## src/rtl/axis_block_engine_shell.sv

```systemverilog
`default_nettype none
// ============================================================================
//  Module   : axis_block_engine_shell
//  Purpose  : AXI4-Stream packet shell around a start/done block engine.
//             Collects one IN_WORDS-word input packet, hands it to the engine,
//             then streams the OUT_WORDS-word result back out as one packet.
//             Short packets are zero padded, overlong packets are drained,
//             error flags are sticky and completed packets are counted.
//  Config   : AXIS_SHELL_WATCHDOG_EN - when defined, an engine watchdog of
//             WDOG_CYCLES PROC cycles aborts a hung engine (eng_abort, sts[2]).
//  Ports    :
//    AXIS_ACLK / AXIS_ARESETN     clock, asynchronous active-low reset
//    S_AXIS_*                     input stream sink (TSTRB ignored)
//    M_AXIS_*                     output stream source (TSTRB all-ones)
//    eng_start / eng_in_blk       engine start pulse and input block
//    eng_done  / eng_out_blk      engine done pulse and result block
//    eng_abort                    engine abort pulse (watchdog build only)
//    sts / sts_clr                {busy, timeout, overrun, short}; clear [2:0]
//    pkt_count                    completed output packets, wraps at 2^16
//  Revision : 1.0 - initial release
// ============================================================================
module axis_block_engine_shell #(
  parameter int DATA_WIDTH  = 32,
  parameter int IN_WORDS    = 8,
  parameter int OUT_WORDS   = 8,
  parameter int WDOG_CYCLES = 1024
) (
  input  logic                            AXIS_ACLK,
  input  logic                            AXIS_ARESETN,
  input  logic [DATA_WIDTH-1:0]           S_AXIS_TDATA,
  input  logic [DATA_WIDTH/8-1:0]         S_AXIS_TSTRB,
  input  logic                            S_AXIS_TLAST,
  input  logic                            S_AXIS_TVALID,
  output logic                            S_AXIS_TREADY,
  output logic [DATA_WIDTH-1:0]           M_AXIS_TDATA,
  output logic [DATA_WIDTH/8-1:0]         M_AXIS_TSTRB,
  output logic                            M_AXIS_TLAST,
  output logic                            M_AXIS_TVALID,
  input  logic                            M_AXIS_TREADY,
  output logic                            eng_start,
  output logic [IN_WORDS*DATA_WIDTH-1:0]  eng_in_blk,
  input  logic                            eng_done,
  input  logic [OUT_WORDS*DATA_WIDTH-1:0] eng_out_blk,
  output logic                            eng_abort,
  output logic [3:0]                      sts,
  input  logic                            sts_clr,
  output logic [15:0]                     pkt_count
);

  localparam int IPW = $clog2(IN_WORDS);
  localparam int OPW = $clog2(OUT_WORDS);
  localparam logic [IPW-1:0] LAST_IN  = IPW'(IN_WORDS - 1);
  localparam logic [OPW-1:0] LAST_OUT = OPW'(OUT_WORDS - 1);

  typedef enum logic [1:0] {
    S_RECV  = 2'd0,
    S_DRAIN = 2'd1,
    S_PROC  = 2'd2,
    S_SEND  = 2'd3
  } state_t;

  state_t                                   state_q, state_d;
  logic [IPW-1:0]                           wr_ptr_q, wr_ptr_d;
  logic [OPW-1:0]                           rd_ptr_q, rd_ptr_d;
  logic [IN_WORDS-1:0][DATA_WIDTH-1:0]      in_buf_q, in_buf_d;
  logic [IN_WORDS-1:0]                      valid_q, valid_d;
  logic [OUT_WORDS-1:0][DATA_WIDTH-1:0]     out_buf_q, out_buf_d;
  logic                                     first_q, first_d;
  logic [2:0]                               sts_q, sts_d;
  logic [15:0]                              pkt_q, pkt_d;

`ifdef AXIS_SHELL_WATCHDOG_EN
  localparam int WDW = $clog2(WDOG_CYCLES + 1);
  localparam logic [WDW-1:0] WDOG_LAST = WDW'(WDOG_CYCLES - 1);
  logic [WDW-1:0] wdog_q, wdog_d;
  logic           abort_q, abort_d;
  logic           unused_ok;
  assign unused_ok = ^S_AXIS_TSTRB;
`else
  logic           unused_ok;
  assign unused_ok = ^{S_AXIS_TSTRB, 1'(WDOG_CYCLES)};
`endif

  // --------------------------------------------------------------------------
  // Next-state logic
  // --------------------------------------------------------------------------
  always_comb begin
    state_d   = state_q;
    wr_ptr_d  = wr_ptr_q;
    rd_ptr_d  = rd_ptr_q;
    in_buf_d  = in_buf_q;
    valid_d   = valid_q;
    out_buf_d = out_buf_q;
    first_d   = 1'b0;
    // A flag raised below in the same cycle as sts_clr overrides the clear.
    sts_d     = sts_clr ? 3'b000 : sts_q;
    pkt_d     = pkt_q;
`ifdef AXIS_SHELL_WATCHDOG_EN
    // Counts PROC cycles; zero on the first PROC cycle (the eng_start cycle).
    wdog_d    = (state_q == S_PROC) ? wdog_q + WDW'(1) : '0;
    abort_d   = 1'b0;
`endif

    case (state_q)
      S_RECV: begin
        if (S_AXIS_TVALID) begin
          in_buf_d[wr_ptr_q] = S_AXIS_TDATA;
          valid_d[wr_ptr_q]  = 1'b1;
          if (wr_ptr_q == LAST_IN) begin
            // Pointer saturates here; it is cleared when the packet completes.
            first_d = 1'b1;
            if (S_AXIS_TLAST) begin
              state_d = S_PROC;
            end else begin
              sts_d[1] = 1'b1;
              state_d  = S_DRAIN;
              first_d  = 1'b0;
            end
          end else begin
            wr_ptr_d = wr_ptr_q + IPW'(1);
            if (S_AXIS_TLAST) begin
              sts_d[0] = 1'b1;
              state_d  = S_PROC;
              first_d  = 1'b1;
            end
          end
        end
      end

      S_DRAIN: begin
        if (S_AXIS_TVALID && S_AXIS_TLAST) begin
          state_d = S_PROC;
          first_d = 1'b1;
        end
      end

      S_PROC: begin
        if (eng_done) begin
          out_buf_d = eng_out_blk;
          state_d   = S_SEND;
        end
`ifdef AXIS_SHELL_WATCHDOG_EN
        else if (wdog_q == WDOG_LAST) begin
          abort_d  = 1'b1;
          sts_d[2] = 1'b1;
          wr_ptr_d = '0;
          rd_ptr_d = '0;
          valid_d  = '0;
          state_d  = S_RECV;
        end
`endif
      end

      S_SEND: begin
        if (M_AXIS_TREADY) begin
          if (rd_ptr_q == LAST_OUT) begin
            pkt_d    = pkt_q + 16'd1;
            wr_ptr_d = '0;
            rd_ptr_d = '0;
            valid_d  = '0;
            state_d  = S_RECV;
          end else begin
            rd_ptr_d = rd_ptr_q + OPW'(1);
          end
        end
      end

      default: state_d = S_RECV;
    endcase
  end

  // --------------------------------------------------------------------------
  // State registers
  // --------------------------------------------------------------------------
  always_ff @(posedge AXIS_ACLK or negedge AXIS_ARESETN) begin
    if (!AXIS_ARESETN) begin
      state_q   <= S_RECV;
      wr_ptr_q  <= '0;
      rd_ptr_q  <= '0;
      in_buf_q  <= '0;
      valid_q   <= '0;
      out_buf_q <= '0;
      first_q   <= 1'b0;
      sts_q     <= '0;
      pkt_q     <= '0;
    end else begin
      state_q   <= state_d;
      wr_ptr_q  <= wr_ptr_d;
      rd_ptr_q  <= rd_ptr_d;
      in_buf_q  <= in_buf_d;
      valid_q   <= valid_d;
      out_buf_q <= out_buf_d;
      first_q   <= first_d;
      sts_q     <= sts_d;
      pkt_q     <= pkt_d;
    end
  end

`ifdef AXIS_SHELL_WATCHDOG_EN
  always_ff @(posedge AXIS_ACLK or negedge AXIS_ARESETN) begin
    if (!AXIS_ARESETN) begin
      wdog_q  <= '0;
      abort_q <= 1'b0;
    end else begin
      wdog_q  <= wdog_d;
      abort_q <= abort_d;
    end
  end

  // Registered so the abort never depends combinationally on eng_done.
  assign eng_abort = abort_q;
`else
  assign eng_abort = 1'b0;
`endif

  // --------------------------------------------------------------------------
  // Output decode
  // --------------------------------------------------------------------------
  // Words never written for the current packet are presented as zero.
  for (genvar gi = 0; gi < IN_WORDS; gi++) begin : g_in_blk
    assign eng_in_blk[gi*DATA_WIDTH +: DATA_WIDTH] =
      valid_q[gi] ? in_buf_q[gi] : '0;
  end

  assign S_AXIS_TREADY = (state_q == S_RECV) || (state_q == S_DRAIN);
  assign M_AXIS_TVALID = (state_q == S_SEND);
  assign M_AXIS_TDATA  = (state_q == S_SEND) ? out_buf_q[rd_ptr_q] : '0;
  assign M_AXIS_TLAST  = (state_q == S_SEND) && (rd_ptr_q == LAST_OUT);
  assign M_AXIS_TSTRB  = '1;
  assign eng_start     = (state_q == S_PROC) && first_q;
  assign sts           = {!((state_q == S_RECV) && (wr_ptr_q == '0)), sts_q};
  assign pkt_count     = pkt_q;

endmodule
`default_nettype wire

```

## config.mk

```make
export PLATFORM = sky130hd
export DESIGN_NAME = axis_block_engine_shell
export DESIGN_NICKNAME = d
export VERILOG_FILES = /design/src/rtl/axis_block_engine_shell.sv
export SDC_FILE = /design/constraint.sdc
export NUM_CORES = 1
export LEC_CHECK = 0
export ABC_CLOCK_PERIOD_IN_PS = 2300
export BUFFER_PORTS_ARGS = -buffer_cell sky130_fd_sc_hd__buf_2
export CAP_MARGIN = 15
export CORE_AREA = 2 2 242 244
export DETAILED_ROUTE_END_ITERATION = 12
export DIE_AREA = 0 0 244 246
export GPL_ROUTABILITY_DRIVEN = 0
export GPL_TIMING_DRIVEN = 0
export PLACE_DENSITY = 0.67
export SYNTH_ARGS = -nofsm -noshare
export SYNTH_HDL_FRONTEND = slang
export SYNTH_SLANG_ARGS = --single-unit
```

## constraint.sdc

```tcl
create_clock -name AXIS_ACLK -period 2.3 [get_ports AXIS_ACLK]
set_input_delay 0.46 -clock AXIS_ACLK [delete_from_list [all_inputs] [get_ports AXIS_ACLK]]
set_output_delay 0.46 -clock AXIS_ACLK [all_outputs]
set_load 0.005 [all_outputs]
```

==> summary.md, run 1 <==
The flow ran to the end, but the final reports show violations. The final reports fail on negative setup slack. The gate count of the mapped netlist came out at 1685.

Global routing finished with a remaining overflow of 0. Row generation in the floorplan step produced 88 rows. Setup violations remaining at the end of the flow were counted as 33.

The placed standard-cell area is 28400 um2. The final period utilization came out at 1.20. Across the VDD grid, the largest voltage drop is 0.000840 V. The multiplexer fraction of the synthesized cell area was 0.313; the initial antenna violation count was 40.

The worst hold path passes through 2 cells. At the pin with the least slew margin, the transition time is 771 ps. The run gives 60000 um2 as the die outline area. Clock-pin slew was measured on the worst setup and hold paths at 60 ps. The fraction of power spent switching nets is 0.316, and the remaining antenna violation count is 0.

The endpoint type of the worst setup path was an output port. Share of the synthesized netlist area taken by xor and xnor gates: 0.00540. Measured in cells, the most critical reg-to-reg path has a length of 8. The post-route cell area is 31000 um2. For the starting density of the core, the log shows 0.424.

The worst-skew pair later-pin latency was 620 ps; the global-route usage over all layers was 0.250. End of the worst register-to-register path: in_buf_q[133]. OpenSTA, run right after detailed placement, puts the worst setup slack at -530 ps.

The adder-cell share of the synthesized area was 0.00669; the DRC violation count after routing was 0. After floorplanning, the core was sized to cover 57400 um2. In this run the static leakage power is 15.2 nW. The run gives 0 as the max-capacitance violation count.

The worst hold path belongs to the class input port to register. In the routed layout, each cell is associated on average with a via count of 5.16. Clock skew after layout: 28.6 ps. The analysis attributes to net switching a power of 13.4 mW.

The via count of the first global-routing pass was 17600. Synthesis-to-finish area growth: 27.6%. The die is 244 um wide. The logs give 0.486 for the worst max-slew margin expressed relative to the limit and 112 mm for the wire length of the first global-routing pass. The setup TNS is -13320 ps, and the number of sinks on the clock net is 547. The tools report the arrival time reported for the critical path endpoint as 2290 ps. The area fraction in and, or, nand and nor cells after synthesis is 0.0852.

The main combinational cell family by area after synthesis is multiplexers. The final route contains 16500 vias. The maximum fanout along the worst path was 10; the synthesis-stage register bit count was 547. The logs give 58.1 mm for the sum of net half-perimeters after detailed placement and 38 for the number of distinct library cells after synthesis. Setup repair after global routing could not meet its margin everywhere. The run gives 58 as the total CTS buffers.

Timing would allow up to 0.363 GHz. The share of cells above drive strength 1 is 0.569, and the detailed-routing iteration count for the pre-antenna-repair pass is 4. The critical path in this run is classified as register to output port. For the number of pins with negative max-slew slack in the final report, the log shows 0. The final-report hold violation count is 0, and the mean instance size in the synthesized netlist is 14.4 um2. The run gives 120 as the pin count of the biggest net entering global routing. TritonCTS built the clock tree. The combined area of all synthesized cells came out at 24300 um2. The shortest clock period the worst path allows after layout was 2750 ps; the sequential-to-total area share from yosys stat was 0.563. For this design the top-level I/O count stands at 616. In this run, the number of DRC markers left after iteration 0 of detailed routing was 740. The startpoint of the lowest-slack register-to-register path was state_q[0]. Data on the critical path is required at its endpoint by 1840 ps.

The final layout contains routed wiring with a total length of 76.4 mm. For the share of power burned in combinational logic, the log shows 0.380. The number of buffer cells added on primary ports works out to 605. The path with the worst hold slack has its endpoint at sts_q[1].

The post-layout worst setup margin is -452 ps, and the count of synthesis-stage warnings from yosys is 0. Area fraction in compound gates after synthesis: 0.00494. In this run the power density over the cells is 1360 nW/um2. The run gives 2 as the count of H-tree levels built during CTS. Internal power comes to 29.0 mW. The net count of the finished layout is 2686. The tools report the critical hold path startpoint as sts_clr.

For the portion of total power attributed to sequential cells, the log shows 0.388. The tools report the root buffer cell as sky130_fd_sc_hd__clkbuf_16. After detailed routing, the average wire length per cell comes to 23.9 um. The internal reg-to-reg setup slack was 70 ps. Counting along the longest clock path gives a buffer depth of 3.

The power share of the clock group is 0.232, and the vertical die dimension is 246 um. The worst setup path is launched from a register.
-- power groups by stage --
stage,logic [mW],clock network [mW],registers (mW)
finish,16.1,9.82,16.4
global placement,15.0,0,16.2
floorplan,10.3,0,15.5
CTS,16.0,10.0,16.4
global route,17.3,10.4,16.9
detailed placement,15.4,0,16.5
-- layout make-up --
type / instances / area, um2
Antenna cell: 15 / 37.5
Buffer: 105 / 699
Clock buffer: 91 / 1760
Clock inverter: 17 / 264
Fill cell: 4914 / 26300
Inverter: 12 / 51.3
Multi-Input combinational cell: 1025 / 10200
Sequential cell: 547 / 13700
Tap cell: 765 / 957
Timing Repair Buffer: 625 / 3360
-- registers in the layout, indices dropped and copies added (netlist names) --
signal,cells
valid_q,8
out_buf_q,256
sts_q,2
pkt_count,16
first_q,1
state_q,2
wr_ptr_q,3
in_buf_q,256
rd_ptr_q,3
-- how the worst max path moves through the flow --
stage | startpoint | to | slack [ps]
4_1_cts | rd_ptr_q[1] | M_AXIS_TDATA[30] | -500
2_1_floorplan | rd_ptr_q[1] | M_AXIS_TDATA[14] | 250
5_1_grt | rd_ptr_q[1] | M_AXIS_TDATA[4] | -550
3_5_place_dp | rd_ptr_q[2] | M_AXIS_TDATA[30] | -530
3_3_place_gp | AXIS_ARESETN | out_buf_q[26] | -10340
6_report | rd_ptr_q[2] | M_AXIS_TDATA[13] | -450
-- layout by cell type, fill, tap and decap left out, drive strengths merged, types with 2 or more instances in the layout --
master / instances
inv: 12
nand4: 4
nor3: 7
clkinv: 10
or2: 2
a21oi: 7
o32ai: 2
mux4: 64
nand2: 14
nor2b: 5
nand2b: 2
mux2: 517
conb: 6
o21ai: 3
dfrtp: 547
and3: 5
nor4: 2
nand3: 7
bufinv: 6
xnor2: 11
diode: 15
ha: 13
and2: 257
a31oi: 2
mux2i: 35
nor2: 49
xor2: 4
buf: 668
clkbuf: 152
-- timing repair --
action / in CTS / in global routing
endpoints found under the hold margin: 104 / 0
pin swaps: 3 / 4
setup buffers: 7 / 6
hold buffers: 1 / 0
setup endpoints to repair: 618 / 383
gates cloned: 1 / 2
resized for setup: 114 / 40
-- through the flow --
stage               std cells  power, mW  hold slack [ps]   util
finish                   3202       42.3             46.8  0.541
global route             3198       44.7             31.7  0.541
CTS                      3180       42.4             6.59  0.537
detailed placement       3063       31.9              464  0.496
global placement         3059       31.3              458  0.494
floorplan                1689       25.8              164      -
-- layer usage --
metal | global-route usage | share of wire
met1 | 0.297 | 0.39
met2 | 0.431 | 0.50
met3 | 0.0833 | 0.079
met4 | 0.0778 | 0.030
met5 | 0 | 0.0036
-- Yosys cell counts (all sizes together) --
library cell / count / area (um2)
ha: 13 / 163
xor2: 4 / 35.0
nor3: 7 / 50.1
inv: 11 / 41.3
a31oi: 2 / 12.5
a21oi: 7 / 35.0
o22a: 1 / 8.76
a221oi: 1 / 8.76
nor2b: 5 / 31.3
mux4: 64 / 1440
a21o: 1 / 7.51
buf: 48 / 263
nand3: 7 / 35.0
nand2b: 2 / 12.5
and2: 257 / 1610
mux2: 517 / 5820
o32ai: 2 / 17.5
nand3b: 1 / 7.51
and4: 1 / 8.76
xnor2: 11 / 96.3
clkbuf: 57 / 214
mux2i: 35 / 350
and3: 5 / 31.3
o21ai: 3 / 15.0
nor2: 49 / 184
a21boi: 1 / 7.51
conb: 2 / 7.51
dfrtp: 547 / 13700
nand4: 4 / 25.0
or2: 2 / 12.5
nor4: 2 / 12.5
nand2: 14 / 52.6
o21bai: 1 / 7.51
clkinv: 1 / 3.75
-- cell families after synthesis --
family          Yosys count
other cells               2
xor+xnor                 15
compound gates           19
simple gates            356
buf+inv                 117
fa+ha+maj                13
flops                   547
mux                     616
-- critical path: stages (launching register included) --
cell and delay (ps):
sky130_fd_sc_hd__dfrtp_1 390, sky130_fd_sc_hd__clkbuf_4 250, sky130_fd_sc_hd__clkbuf_4 310, sky130_fd_sc_hd__mux4_2 350, sky130_fd_sc_hd__mux2i_1 170, sky130_fd_sc_hd__nor2_1 80
sky130_fd_sc_hd__buf_2 140
No activity file was read; power rests on OpenSTA's default activity.
==> run 2, diff against run 1 <==
--- a/config.mk
+++ b/config.mk
@@ -9,10 +9,11 @@
 export BUFFER_PORTS_ARGS = -buffer_cell sky130_fd_sc_hd__buf_2
 export CAP_MARGIN = 15
-export CORE_AREA = 2 2 242 244
+export CORE_AREA = 3 3 236 238
 export DETAILED_ROUTE_END_ITERATION = 12
-export DIE_AREA = 0 0 244 246
+export DIE_AREA = 0 0 239 241
 export GPL_ROUTABILITY_DRIVEN = 0
 export GPL_TIMING_DRIVEN = 0
-export PLACE_DENSITY = 0.67
+export HOLD_SLACK_MARGIN = 0.03
+export PLACE_DENSITY = 0.7
 export SYNTH_ARGS = -nofsm -noshare
 export SYNTH_HDL_FRONTEND = slang
==> constraint.sdc (replaced) <==
create_clock -name AXIS_ACLK -period 2.3 [get_ports AXIS_ACLK]
set_input_delay 0.46 -clock AXIS_ACLK [delete_from_list [all_inputs] [get_ports AXIS_ACLK]]
set_output_delay 0.46 -clock AXIS_ACLK [all_outputs]
set_load 0.1 [all_outputs]
==> run 2 against run 1 <==
Effect of this change: the run still ends with negative setup slack left; first-iteration DRC count increased by 16%; die area shrank 4.0%; routed wire length is 2.8% higher; clock skew decreased by 10 ps; critical path depth did not move; register-to-register slack about the same; via count grew 2.2%; cell area up 7.4%.
==> summary.md, run 2 (synthesis gave the netlist of run 1 again) <==
The run finished, with violations left. The checks that failed: negative setup slack. The setup-violating endpoint count in the final report was 33 (unchanged); the register clock-pin slew on the reported worst setup and hold paths was 60 ps (about the same). The detailed-route wire length was 78.5 mm (+2.8%). The count of H-tree levels built during CTS is 2 (unchanged). The sum of net half-perimeters after detailed placement was 58.3 mm (+0.37%).

The total CTS buffers came out at 58 (unchanged). The run gives 85 (-3.4%) as the number of placement rows. Maximum fanout along the worst path: 10 (unchanged). The kind of path behind the tightest hold check is input port to register.

The final period utilization is 1.25 (+0.0515), and the average wire per standard cell is 24.9 um (+4.5%). The tools report the die outline area as 57600 um2 (-4.0%). Area of the core region: 53800 um2 (-6.2%). For the number of sinks on the clock net, the log shows 547 (unchanged). The via count of the first global-routing pass is 17900 (+2.1%), and the number of buffer cells added on primary ports is 605 (unchanged).

The run gives 3148 (-1.7%) as the number of standard cells in the layout, taps in and fillers out. From synthesis to final layout, the design area changed by 37.0%. The logs give 16900 (+2.2%) for the count of vias placed by the detailed router and 862 (+16%) for the number of DRC markers after the initial detailed-route iteration. Setup repair after global routing could not meet its margin everywhere. Category of the critical setup timing path: register to output port.

The detailed-routing iteration count for the pre-antenna-repair pass is 5 (+1), and the share of cells above drive strength 1 is 0.606 (+0.0366). The setup TNS was -17120 ps (-3810 ps); the endpoint required time on the critical path was 1840 ps (about the same). Arrival time reported for the critical path endpoint: 2410 ps (+120 ps). TritonCTS built the clock tree. The multi-input combinational cell area was 10800 um2 (+5.5%). The register cell area after layout came out at 13700 um2 (about the same). For the pin count of the biggest net entering global routing, the log shows 127 (+5.8%).

The library cells used most frequently in the layout, excluding fill and tap cells, are 538 x sky130_fd_sc_hd__dfrtp_1, 473 x sky130_fd_sc_hd__mux2_2, 357 x sky130_fd_sc_hd__buf_2. The kind of cell adding the most delay to the critical path was multiplexers. The logs give 2699 (+0.48%) for the final layout net count and 0.472 (-0.0142) for the worst max-slew margin expressed relative to the limit. Clock skew after layout: 18.6 ps (-10.0 ps). Leaving out fill and tap cells, the most frequent cell in the layout is sky130_fd_sc_hd__dfrtp_1. The number of inserted filler cells in the final layout came out at 4054 (-18%). The starting density of the core came out at 0.452 (+0.0280). The most repeated library cell on the critical path was sky130_fd_sc_hd__buf_12. The I/O pin total was 616 (unchanged). The post-route cell area is 33300 um2 (+7.4%), and the transition time at the pin with the least slew margin is 792 ps (+21.4 ps).

Width of the die: 239 um (-2.0%). The root buffer cell chosen for the clock tree is sky130_fd_sc_hd__clkbuf_16. For the final-report hold violation count, the log shows 0 (unchanged). Walking the worst path, the cells encountered are buf_12 -> buf_12 -> mux4_2 -> mux2i_2 -> nor2_4 -> buf_12. The worst-skew pair later-pin latency was 620 ps (about the same). The maximum clock frequency came out at 0.348 GHz (-4.1%). The worst hold margin is 66.7 ps (+19.9 ps), and the shortest clock period the worst path allows after layout is 2870 ps (+118 ps).

Placed standard-cell area: 28600 um2 (+0.57%). The post-layout worst setup margin came out at -570 ps (-118 ps). DRC violation count after routing: 0 (unchanged).

Vertical die dimension: 241 um (-2.0%). The number of cells after detailed placement came out at 2994 (-2.3%). The delay of the slowest cell on the worst path was 550 ps (+160 ps). Number of pins with negative max-slew slack in the final report: 0 (unchanged). The detail-routed via count per cell came out at 5.36 (+4.0%). The wire length of the first global-routing pass came out at 114 mm (+1.9%). Initial antenna violation count: 39 (-2.5%).

The buffers plus inverters on the worst setup path is 3 (unchanged), and the global-route usage over all layers is 0.266 (+0.0157). Remaining antenna violation count: 0 (unchanged). The number of buffers between clock root and the deepest sink came out at 3 (unchanged). The worst setup path is launched from a register. The worst setup path is captured at an output port.

The overflow left after global routing came out at 0 (unchanged). The slowest stage of the critical path is the sky130_fd_sc_hd__mux4_2 cell. The max-capacitance violation count is 0 (unchanged).
run 2: changes by cell type in the layout (fill, tap and decap cells not counted), moves of 14 or more:
| cell | delta |
|---|---|
| sky130_fd_sc_hd__buf_4 | +111 |
| sky130_fd_sc_hd__mux2i_4 | +20 |
| sky130_fd_sc_hd__nor2_4 | +31 |
| sky130_fd_sc_hd__buf_6 | +125 |
| sky130_fd_sc_hd__buf_2 | -268 |
| sky130_fd_sc_hd__nor2_1 | -32 |
| sky130_fd_sc_hd__clkbuf_2 | -14 |
| sky130_fd_sc_hd__mux2i_1 | -32 |
| sky130_fd_sc_hd__buf_12 | +45 |
run 2: metrics by stage:
stage                     setup slack (ps)  utilization
final                                 -570        0.619
after global routing                  -621        0.619
after CTS                             -594        0.608
after detailed placement              -712        0.531
after global placement              -10210        0.529
after floorplan                      -36.9            -
run 2: repair_timing:
item                                    4_1_cts  5_1_grt
pin swaps                                     4        2
endpoints found under the setup margin      665      429
setup buffers                                19        9
cloned                                        3        0
resized for setup                           641      145
hold buffers                                  2        0
endpoints found under the hold margin        67        0
run 2: final cells by class:
type | count | area share
Antenna cell | 21 | 0.00158
Sequential cell | 547 | 0.411
Multi-Input combinational cell | 1025 | 0.323
Inverter | 12 | 0.00173
Buffer | 105 | 0.0229
Tap cell | 696 | 0.0261
Timing Repair Buffer | 638 | 0.156
Clock inverter | 17 | 0.00665
Clock buffer | 87 | 0.0510
run 2: final timing paths:
kind / startpoint / cells past startpoint / slack, ps / to
max in group asynchronous: AXIS_ARESETN / 4 / 310 / rd_ptr_q[1]
max reg2reg: rd_ptr_q[1] / 9 / 70 / pkt_count[13]
min reg2reg: in_buf_q[71] / 1 / 480 / in_buf_q[71]
max: rd_ptr_q[1] / 6 / -570 / M_AXIS_TDATA[16]
min: eng_out_blk[176] / 2 / 70 / out_buf_q[176]
min in group asynchronous: AXIS_ARESETN / 2 / 380 / in_buf_q[205]
run 2: layer usage:
| metal | GRT usage | share of wire | vias up |
|---|---|---|---|
| met3 | 0.0745 | 0.074 | 178 |
| met2 | 0.461 | 0.50 | 598 |
| met1 | 0.319 | 0.38 | 8742 |
| met4 | 0.0975 | 0.037 | 30 |
| li1 | - | - | 7326 |
| met5 | 0 | 0.0023 | - |
Power of run 2 is not shown: default switching activity piles up to over one toggle a cycle in this logic, so the estimate is an artifact.
